[src/rtl/mag_comp_seq.sv]
// Sequential magnitude comparator: one 4-bit nibble compare per cycle, MSB nibble first.
// Optional feature macro MAG_COMP_SEQ_EARLY_EXIT_EN stops the walk at the first differing nibble.
module mag_comp_seq #(
    parameter  int NIBBLES = 4,
    localparam int SW      = $clog2(NIBBLES + 1)
) (
    input  logic                   clk,
    input  logic                   rst_n,
    input  logic                   in_valid,
    output logic                   in_ready,
    input  logic [4*NIBBLES-1:0]   a_in,
    input  logic [4*NIBBLES-1:0]   b_in,
    output logic                   out_valid,
    input  logic                   out_ready,
    output logic                   L,
    output logic                   G,
    output logic                   E,
    output logic [SW-1:0]          steps
);

    localparam int IW = (NIBBLES > 1) ? $clog2(NIBBLES) : 1;

    localparam logic [1:0] ST_IDLE = 2'd0;
    localparam logic [1:0] ST_RUN  = 2'd1;
    localparam logic [1:0] ST_DONE = 2'd2;

    logic [1:0]           state;
    logic [4*NIBBLES-1:0] a_reg;
    logic [4*NIBBLES-1:0] b_reg;
    logic [IW-1:0]        idx;
    logic                 diff_seen;
    logic                 sticky_gt;

    logic [3:0]           nib_a;
    logic [3:0]           nib_b;
    logic [1:0]           nib_res;
    logic                 nib_diff;
    logic                 next_diff;
    logic                 next_gt;
    logic                 run_last;

    // Returns {gt, lt}; the highest differing bit decides.
    function automatic logic [1:0] nib_cmp(input logic [3:0] a, input logic [3:0] b);
        logic [1:0] r;
        r = 2'b00;
        for (int i = 3; i >= 0; i--) begin
            if (r == 2'b00 && a[i] != b[i]) begin
                r = a[i] ? 2'b10 : 2'b01;
            end
        end
        return r;
    endfunction

    always_comb begin
        nib_a     = a_reg[4*idx +: 4];
        nib_b     = b_reg[4*idx +: 4];
        nib_res   = nib_cmp(nib_a, nib_b);
        nib_diff  = |nib_res;
        // The first differing nibble owns the result; later nibbles cannot change it.
        next_diff = diff_seen | nib_diff;
        next_gt   = diff_seen ? sticky_gt : nib_res[1];
`ifdef MAG_COMP_SEQ_EARLY_EXIT_EN
        run_last  = nib_diff || (idx == '0);
`else
        run_last  = (idx == '0);
`endif
    end

    assign in_ready = (state == ST_IDLE);

    always_ff @(posedge clk or negedge rst_n) begin
        if (!rst_n) begin
            state     <= ST_IDLE;
            a_reg     <= '0;
            b_reg     <= '0;
            idx       <= '0;
            diff_seen <= 1'b0;
            sticky_gt <= 1'b0;
            out_valid <= 1'b0;
            L         <= 1'b0;
            G         <= 1'b0;
            E         <= 1'b0;
            steps     <= '0;
        end else begin
            case (state)
                ST_IDLE: begin
                    if (in_valid) begin
                        a_reg     <= a_in;
                        b_reg     <= b_in;
                        idx       <= IW'(NIBBLES - 1);
                        diff_seen <= 1'b0;
                        sticky_gt <= 1'b0;
                        steps     <= '0;
                        state     <= ST_RUN;
                    end
                end
                ST_RUN: begin
                    steps     <= steps + SW'(1);
                    diff_seen <= next_diff;
                    sticky_gt <= next_gt;
                    if (run_last) begin
                        state     <= ST_DONE;
                        out_valid <= 1'b1;
                        L         <= next_diff & ~next_gt;
                        G         <= next_diff &  next_gt;
                        E         <= ~next_diff;
                    end else begin
                        idx <= idx - IW'(1);
                    end
                end
                ST_DONE: begin
                    if (out_ready) begin
                        state     <= ST_IDLE;
                        out_valid <= 1'b0;
                        L         <= 1'b0;
                        G         <= 1'b0;
                        E         <= 1'b0;
                    end
                end
                default: state <= ST_IDLE;
            endcase
        end
    end

endmodule

[config.mk]
export PLATFORM = sky130hd
export DESIGN_NAME = mag_comp_seq
export DESIGN_NICKNAME = d
export VERILOG_FILES = /design/src/rtl/mag_comp_seq.sv
export SDC_FILE = /design/constraint.sdc
export NUM_CORES = 1
export LEC_CHECK = 0
export CORE_MARGIN = 5
export CORE_UTILIZATION = 45
export DETAILED_ROUTE_END_ITERATION = 12
export PLACE_DENSITY = 0.71
export SETUP_SLACK_MARGIN = 0.02
export SLEW_MARGIN = 20
export SYNTH_ARGS = -nofsm -noshare
export SYNTH_HDL_FRONTEND = slang
export SYNTH_SLANG_ARGS = --single-unit
[constraint.sdc]
create_clock -name clk -period 3.3 [get_ports clk]
set_input_delay 0.495 -clock clk [delete_from_list [all_inputs] [get_ports clk]]
set_output_delay 0.495 -clock clk [all_outputs]
set_load 0.005 [all_outputs]
**Word-level counts from Yosys, hierarchy flattened**

Index checks and enable logic that the tools add are counted.

- Bits of input ports: 36
- Output and inout bits: 8
- Register bits: 45
- Logic and storage cells: 76

- Bitwise logic cells: 5
- Mux-type cells: 30
- Reduce and logical (&&, ||, !) cells: 16
- Shifts and indexed selects: 2
- Equal/unequal tests: 10
- Add/subtract/negate cells: 2

Operator list:

| operator | count |
|---|---|
| indexed part select 16 x 5 -> 4 bit | 2 |
| 2-to-1 mux 2 bit | 13 |
| one-hot mux 1 bit (2 select lines) | 6 |
| zero test 2 bit | 5 |
| AND reduction 3 bit | 3 |
| inequality test 2 bit (second input constant) | 4 |
| 2-to-1 mux 1 bit | 7 |
| one-hot mux 2 bit (3 select lines) | 1 |
| one-hot mux 3 bit (2 select lines) | 1 |
| inequality test 1 bit | 4 |
| one-hot mux 2 bit (2 select lines) | 1 |
| AND reduction 2 bit | 2 |
| nonzero test 2 bit | 2 |
| adder 3 x 1 -> 3 bit (second input constant) | 1 |
| logical AND 1 bit | 3 |
| 2-to-1 mux 3 bit | 1 |
| AND 1 bit | 2 |
| == test 2 x 1 -> 1 bit (second input constant) | 1 |
| == test 2 bit (second input constant) | 1 |
| inverter 1 bit | 2 |
| OR reduction 2 bit | 1 |
| subtractor 2 x 1 -> 2 bit (second input constant) | 1 |
| bitwise OR 1 bit | 1 |

**Depth between registers and ports, before layout**

- Word-level depth: 17
- Mapped depth: 8

**Least setup slack after synthesis**

Ideal clock, no wire load.

- Path type: register to register
- Start: reg idx[0]
- End: reg L
- Arrival time: 2.199 ns
- Cell stages (with the launch flop): 8
- Slack: 1.035 ns
- Path through: dfrtp_1 buf_6 mux4_1 ha_1 nor2b_1 o221a_2 a221oi_2 a22o_1

- Word-level cells in the longest chain between the ends: 17

Ends and longest elaborated chain:

| what | line | source |
|---|---|---|
| start, declared | 30 | `logic [IW-1:0] idx;` |
| start signal, assigned | 90 | `idx <= IW'(NIBBLES - 1);` |
| start signal, assigned | 108 | `idx <= idx - IW'(1);` |
| indexed part select 16 x 5 -> 4 bit, on equally long branches | 55, 56 |  |
| 2-to-1 mux 2 bit / inequality test 1 bit (equally long branches) | 48, 47 |  |
| 2-to-1 mux 2 bit | 47 | `if (r == 2'b00 && a[i] != b[i]) begin` |
| zero test 2 bit | 47 |  |
| logical AND 1 bit | 47 |  |
| 2-to-1 mux 2 bit | 47 |  |
| zero test 2 bit | 47 |  |
| logical AND 1 bit | 47 |  |
| 2-to-1 mux 2 bit | 47 |  |
| zero test 2 bit | 47 |  |
| logical AND 1 bit | 47 |  |
| 2-to-1 mux 2 bit | 47 |  |
| OR reduction 2 bit / 2-to-1 mux 1 bit (equally long branches) | 58, 61 |  |
| bitwise OR 1 bit / inverter 1 bit (equally long branches) | 60, 104 |  |
| AND 1 bit | 104 | `L <= next_diff & ~next_gt;` |
| 2-to-1 mux 1 bit | 101 | `if (run_last) begin` |
| one-hot mux 1 bit (2 select lines) | 85 | `case (state)` |
| end signal, assigned | 104 |  |
| end, declared | 15 | `output logic L,` |

Several ways; a longest one is shown, not always the timed one. The select of a mux whose other input is x is not followed.
A chain may end at the register's enable or synchronous reset.

**Final worst setup path**

- Start: reg idx[0]
- End: reg sticky_gt

- Word-level cells in the longest chain between the ends: 14

Ends and longest elaborated chain:

| what | line | source |
|---|---|---|
| indexed part select 16 x 5 -> 4 bit, on equally long branches | 55, 56 |  |
| 2-to-1 mux 2 bit / inequality test 1 bit (equally long branches) | 48, 47 |  |
| 2-to-1 mux 2 bit | 47 |  |
| zero test 2 bit | 47 |  |
| logical AND 1 bit | 47 |  |
| 2-to-1 mux 2 bit | 47 |  |
| zero test 2 bit | 47 |  |
| logical AND 1 bit | 47 |  |
| 2-to-1 mux 2 bit | 47 |  |
| zero test 2 bit | 47 |  |
| logical AND 1 bit | 47 |  |
| 2-to-1 mux 2 bit * | 47 |  |
| 2-to-1 mux 1 bit * | 61 | `next_gt = diff_seen ? sticky_gt : nib_res[1];` |
| one-hot mux 1 bit (2 select lines) * | 85 |  |
| end signal, assigned | 100 | `sticky_gt <= next_gt;` |
| end, declared | 32 | `logic sticky_gt;` |

Every way passes the cells marked *; elsewhere a longest branch is shown, timed or not.

==> impl_metrics.xml <==
<?xml version="1.0" encoding="UTF-8"?>
<metrics>
  <group name="outcome">
    <metric name="status" unit="">completed</metric>
  </group>
  <group name="global_routing">
    <metric name="grt_pass1_wl" unit="mm">7.79</metric>
    <metric name="number_of_global_route_vias_before_repair" unit="">1683</metric>
    <metric name="track_usage" unit="%">15.6</metric>
    <metric name="grt_antenna_before_repair" unit="">0</metric>
    <metric name="pin_count_of_the_biggest_net_entering_global_routing" unit="">46</metric>
    <metric name="globalRouteOverflowTotal" unit="">0</metric>
  </group>
  <group name="final_layout">
    <metric name="insertedDiodeCount" unit="">0</metric>
    <metric name="number_of_filler_instances_in_the_final_layout" unit="">420</metric>
    <metric name="layout.nets" unit="">313</metric>
    <metric name="share_of_layout_cells_above_drive_strength_1" unit="%">7.33</metric>
    <metric name="stdcell_area" unit="µm²">2820</metric>
    <metric name="areaGrowthSynthToFinish" unit="%">25.6</metric>
  </group>
  <group name="worst_setup_path">
    <metric name="cp.required" unit="ns">3.47</metric>
    <metric name="class_of_the_most_critical_setup_path" unit="">register to register</metric>
    <metric name="critical_path.startpoint" unit="">idx[0]</metric>
    <metric name="crit_fanout" unit="">11</metric>
    <metric name="cp-end-kind" unit="">register</metric>
    <metric name="start_kind" unit="">register</metric>
    <metric name="timing.reg2reg.setup_slack" unit="ns">0.67</metric>
    <metric name="critPathArrivalTime" unit="ns">2.80</metric>
    <metric name="worstReg2RegStart" unit="">idx[0]</metric>
  </group>
  <group name="clock_network">
    <metric name="post_cts.repair.setup_buffers" unit="">0</metric>
    <metric name="tritoncts" unit="">built</metric>
    <metric name="number_of_hold_buffers_added_after_cts" unit="">0</metric>
    <metric name="clk-insertion-delay-late" unit="ns">0.30</metric>
    <metric name="clock_sinks" unit="">45</metric>
    <metric name="clock_path_buffers" unit="">2</metric>
    <metric name="post_cts_resized" unit="">0</metric>
    <metric name="h_tree_levels" unit="">2</metric>
    <metric name="clkTransAtPathRegs" unit="ns">0.07</metric>
    <metric name="cts-buffers-inserted" unit="">5</metric>
    <metric name="root_buffer" unit="">sky130_fd_sc_hd__clkbuf_8</metric>
  </group>
  <group name="power">
    <metric name="intPower" unit="mW">1.63</metric>
    <metric name="power.density_cell_area" unit="nW/µm²">925</metric>
    <metric name="total_power" unit="mW">2.61</metric>
    <metric name="power.switching_fraction" unit="%">37.4</metric>
    <metric name="power.net_switching" unit="µW">977</metric>
    <metric name="cellLeakagePower" unit="nW">1.39</metric>
    <metric name="vdd_drop_max" unit="µV">356</metric>
    <metric name="share_seq_of_total_power" unit="%">39.4</metric>
    <metric name="clock_power_share" unit="%">15.1</metric>
    <metric name="share_comb_of_total_power" unit="%">45.5</metric>
  </group>
  <group name="job">
    <metric name="drv.max_cap_violation_count" unit="">0</metric>
  </group>
  <group name="synth">
    <metric name="synthCells" unit="">232</metric>
    <metric name="syn-cell-area" unit="µm²">2250</metric>
    <metric name="synth_sequential_area_ratio" unit="%">50.1</metric>
    <metric name="cells_taking_the_most_area_after_synthesis" unit="">sky130_fd_sc_hd__dfrtp_1 50%, sky130_fd_sc_hd__nand2_1 18%, sky130_fd_sc_hd__mux4_1 8.2%, sky130_fd_sc_hd__ha_1 2.2%, sky130_fd_sc_hd__mux4_2 2.0%</metric>
    <metric name="count_of_flip_flops_with_a_built_in_enable_after_synthesis" unit="">0</metric>
    <metric name="postSynthAreaPerCell" unit="µm²">9.69</metric>
    <metric name="synth_top_cells_by_count" unit="">105 x sky130_fd_sc_hd__nand2_1, 45 x sky130_fd_sc_hd__dfrtp_1, 9 x sky130_fd_sc_hd__clkbuf_1</metric>
    <metric name="synth_ff_type" unit="">sky130_fd_sc_hd__dfrtp_1</metric>
    <metric name="synthesis.nets" unit="">272</metric>
    <metric name="yosys_register_bits" unit="">45</metric>
    <metric name="distinct_cells_synth" unit="">34</metric>
    <metric name="ys_async_sr_fraction" unit="%">100</metric>
    <metric name="synth_largest_type_area_fraction" unit="%">50.1</metric>
    <metric name="synth_most_common_cell" unit="">sky130_fd_sc_hd__nand2_1</metric>
    <metric name="synth_top_cell_by_area" unit="">sky130_fd_sc_hd__dfrtp_1</metric>
    <metric name="yosysWarnings" unit="">0</metric>
  </group>
  <group name="timing">
    <metric name="grt_setup_unrepaired" unit="">no</metric>
    <metric name="fin_max_slew_vios" unit="">0</metric>
    <metric name="final_setup_violation_count" unit="">0</metric>
    <metric name="min_period" unit="ns">2.63</metric>
    <metric name="hold_violations" unit="">0</metric>
    <metric name="finalWorstSetupSlack" unit="ns">0.666</metric>
    <metric name="worst_slew_pin_slew" unit="ns">0.964</metric>
    <metric name="clock_skew" unit="ns">0.00477</metric>
    <metric name="max_freq" unit="GHz">0.380</metric>
    <metric name="max-slew-margin-rel" unit="%">35.8</metric>
    <metric name="timing.final.crit_share" unit="%">79.8</metric>
    <metric name="hold_slack" unit="ns">0.335</metric>
    <metric name="fin_tns_setup" unit="ns">0</metric>
  </group>
  <group name="placed_design">
    <metric name="detailed_place.area" unit="µm²">2720</metric>
    <metric name="port_buffers" unit="">43</metric>
    <metric name="detailedPlace.worstSlack" unit="ns">0.697</metric>
    <metric name="hpwl" unit="mm">3.34</metric>
    <metric name="place.gp.congestion" unit="">0.813</metric>
  </group>
  <group name="routing">
    <metric name="vias_per_cell" unit="">4.96</metric>
    <metric name="detailed_routing_iterations_pass_1" unit="">4</metric>
    <metric name="drt_iter0_markers" unit="">95</metric>
    <metric name="wl" unit="mm">4.51</metric>
    <metric name="num_vias" unit="">1686</metric>
    <metric name="drt-wirelength-per-cell" unit="µm">13.3</metric>
    <metric name="antenna_violating_nets_post_route" unit="">0</metric>
    <metric name="drcViolationCount" unit="">0</metric>
  </group>
  <group name="die">
    <metric name="die_height" unit="µm">80.7</metric>
    <metric name="pin_count" unit="">44</metric>
    <metric name="floorplan.core_area" unit="µm²">4790</metric>
    <metric name="die-width" unit="µm">80.7</metric>
    <metric name="start_util" unit="%">47.0</metric>
    <metric name="rows" unit="">25</metric>
    <metric name="die_area" unit="µm²">6510</metric>
  </group>
  <group name="min_path">
    <metric name="hold_path.class" unit="">input pin to async pin</metric>
  </group>
</metrics>
==> cell families (layout without fill, tap and decap cells) <==
group / count (synthesis) / in the layout / synth area share, %
muxes: 11 / 11 / 11.1
DFF: 45 / 45 / 50.1
and+or+nand+nor: 121 / 121 / 21.4
AOI/OAI and AO/OA: 25 / 25 / 8.90
xor gates and xnor gates: 5 / 5 / 1.95
buffers and inverters: 20 / 61 / 3.84
adders and majority gates: 5 / 5 / 2.73
==> final timing paths <==
path,end,depth (start not counted)
setup / recovery,sticky_gt,6
hold / removal,b_reg[14],1
setup reg to reg,sticky_gt,6
hold reg to reg,a_reg[0],2
max in group asynchronous,a_reg[6],1
min in group clk,a_reg[0],2
==> per-layer routing <==
layer	vias to the layer above	track usage [%]	part of all wire, %
met1	787	20.8	47
li1	846	-	-
met5	-	0	0
met3	9	3.92	5.6
met4	0	6.59	1.9
met2	44	24.2	46
==> critical path, stage by stage, from the launching register on <==
cell and delay [ns]:
sky130_fd_sc_hd__dfrtp_1 0.65, sky130_fd_sc_hd__mux4_1 0.64, sky130_fd_sc_hd__ha_1 0.39, sky130_fd_sc_hd__a21boi_0 0.11
sky130_fd_sc_hd__o221a_2 0.28, sky130_fd_sc_hd__a221oi_2 0.29, sky130_fd_sc_hd__o21ai_0 0.14
==> stage by stage <==
stage | util [%] | cells
global placement | 56.8 | 333
floorplan | - | 232
detailed placement | 56.8 | 333
finish | 59.0 | 340
CTS | 59.0 | 340
global route | 59.0 | 340
==> power by group through the flow <==
stage	registers [mW]	logic, mW	clock network, mW
2_1_floorplan	0.926	0.964	0
3_3_place_gp	1.04	1.15	0
3_5_place_dp	1.04	1.20	0
4_1_cts	1.03	1.20	0.411
5_1_grt	1.07	1.33	0.433
6_report	1.03	1.19	0.393
==> placed cells by master (no fill, tap or decap), drive strengths merged, types with 2 or more instances in the layout <==
master	n
o21ai	7
buf	3
nand2	105
a22oi	2
dfrtp	45
nor2	8
mux4	9
inv	9
ha	4
a21boi	2
clkbuf	5
a21oi	4
xor2	5
clkdlybuf4s50	42
nor2b	2
and2	2
mux2i	2
a21o	2
==> layout make-up <==
| cell class | instances | area (µm²) | area share, % |
|---|---|---|---|
| sequential | 45 | 1130 | 39.9 |
| multi-input combinational | 167 | 1040 | 36.7 |
| timing repair buffer | 45 | 440 | 15.6 |
| tap | 67 | 83.8 | 2.97 |
| clock buffer | 5 | 68.8 | 2.44 |
| clock inverter | 2 | 35.0 | 1.24 |
| inverter | 9 | 33.8 | 1.20 |
(Power assumes the default switching activity.)
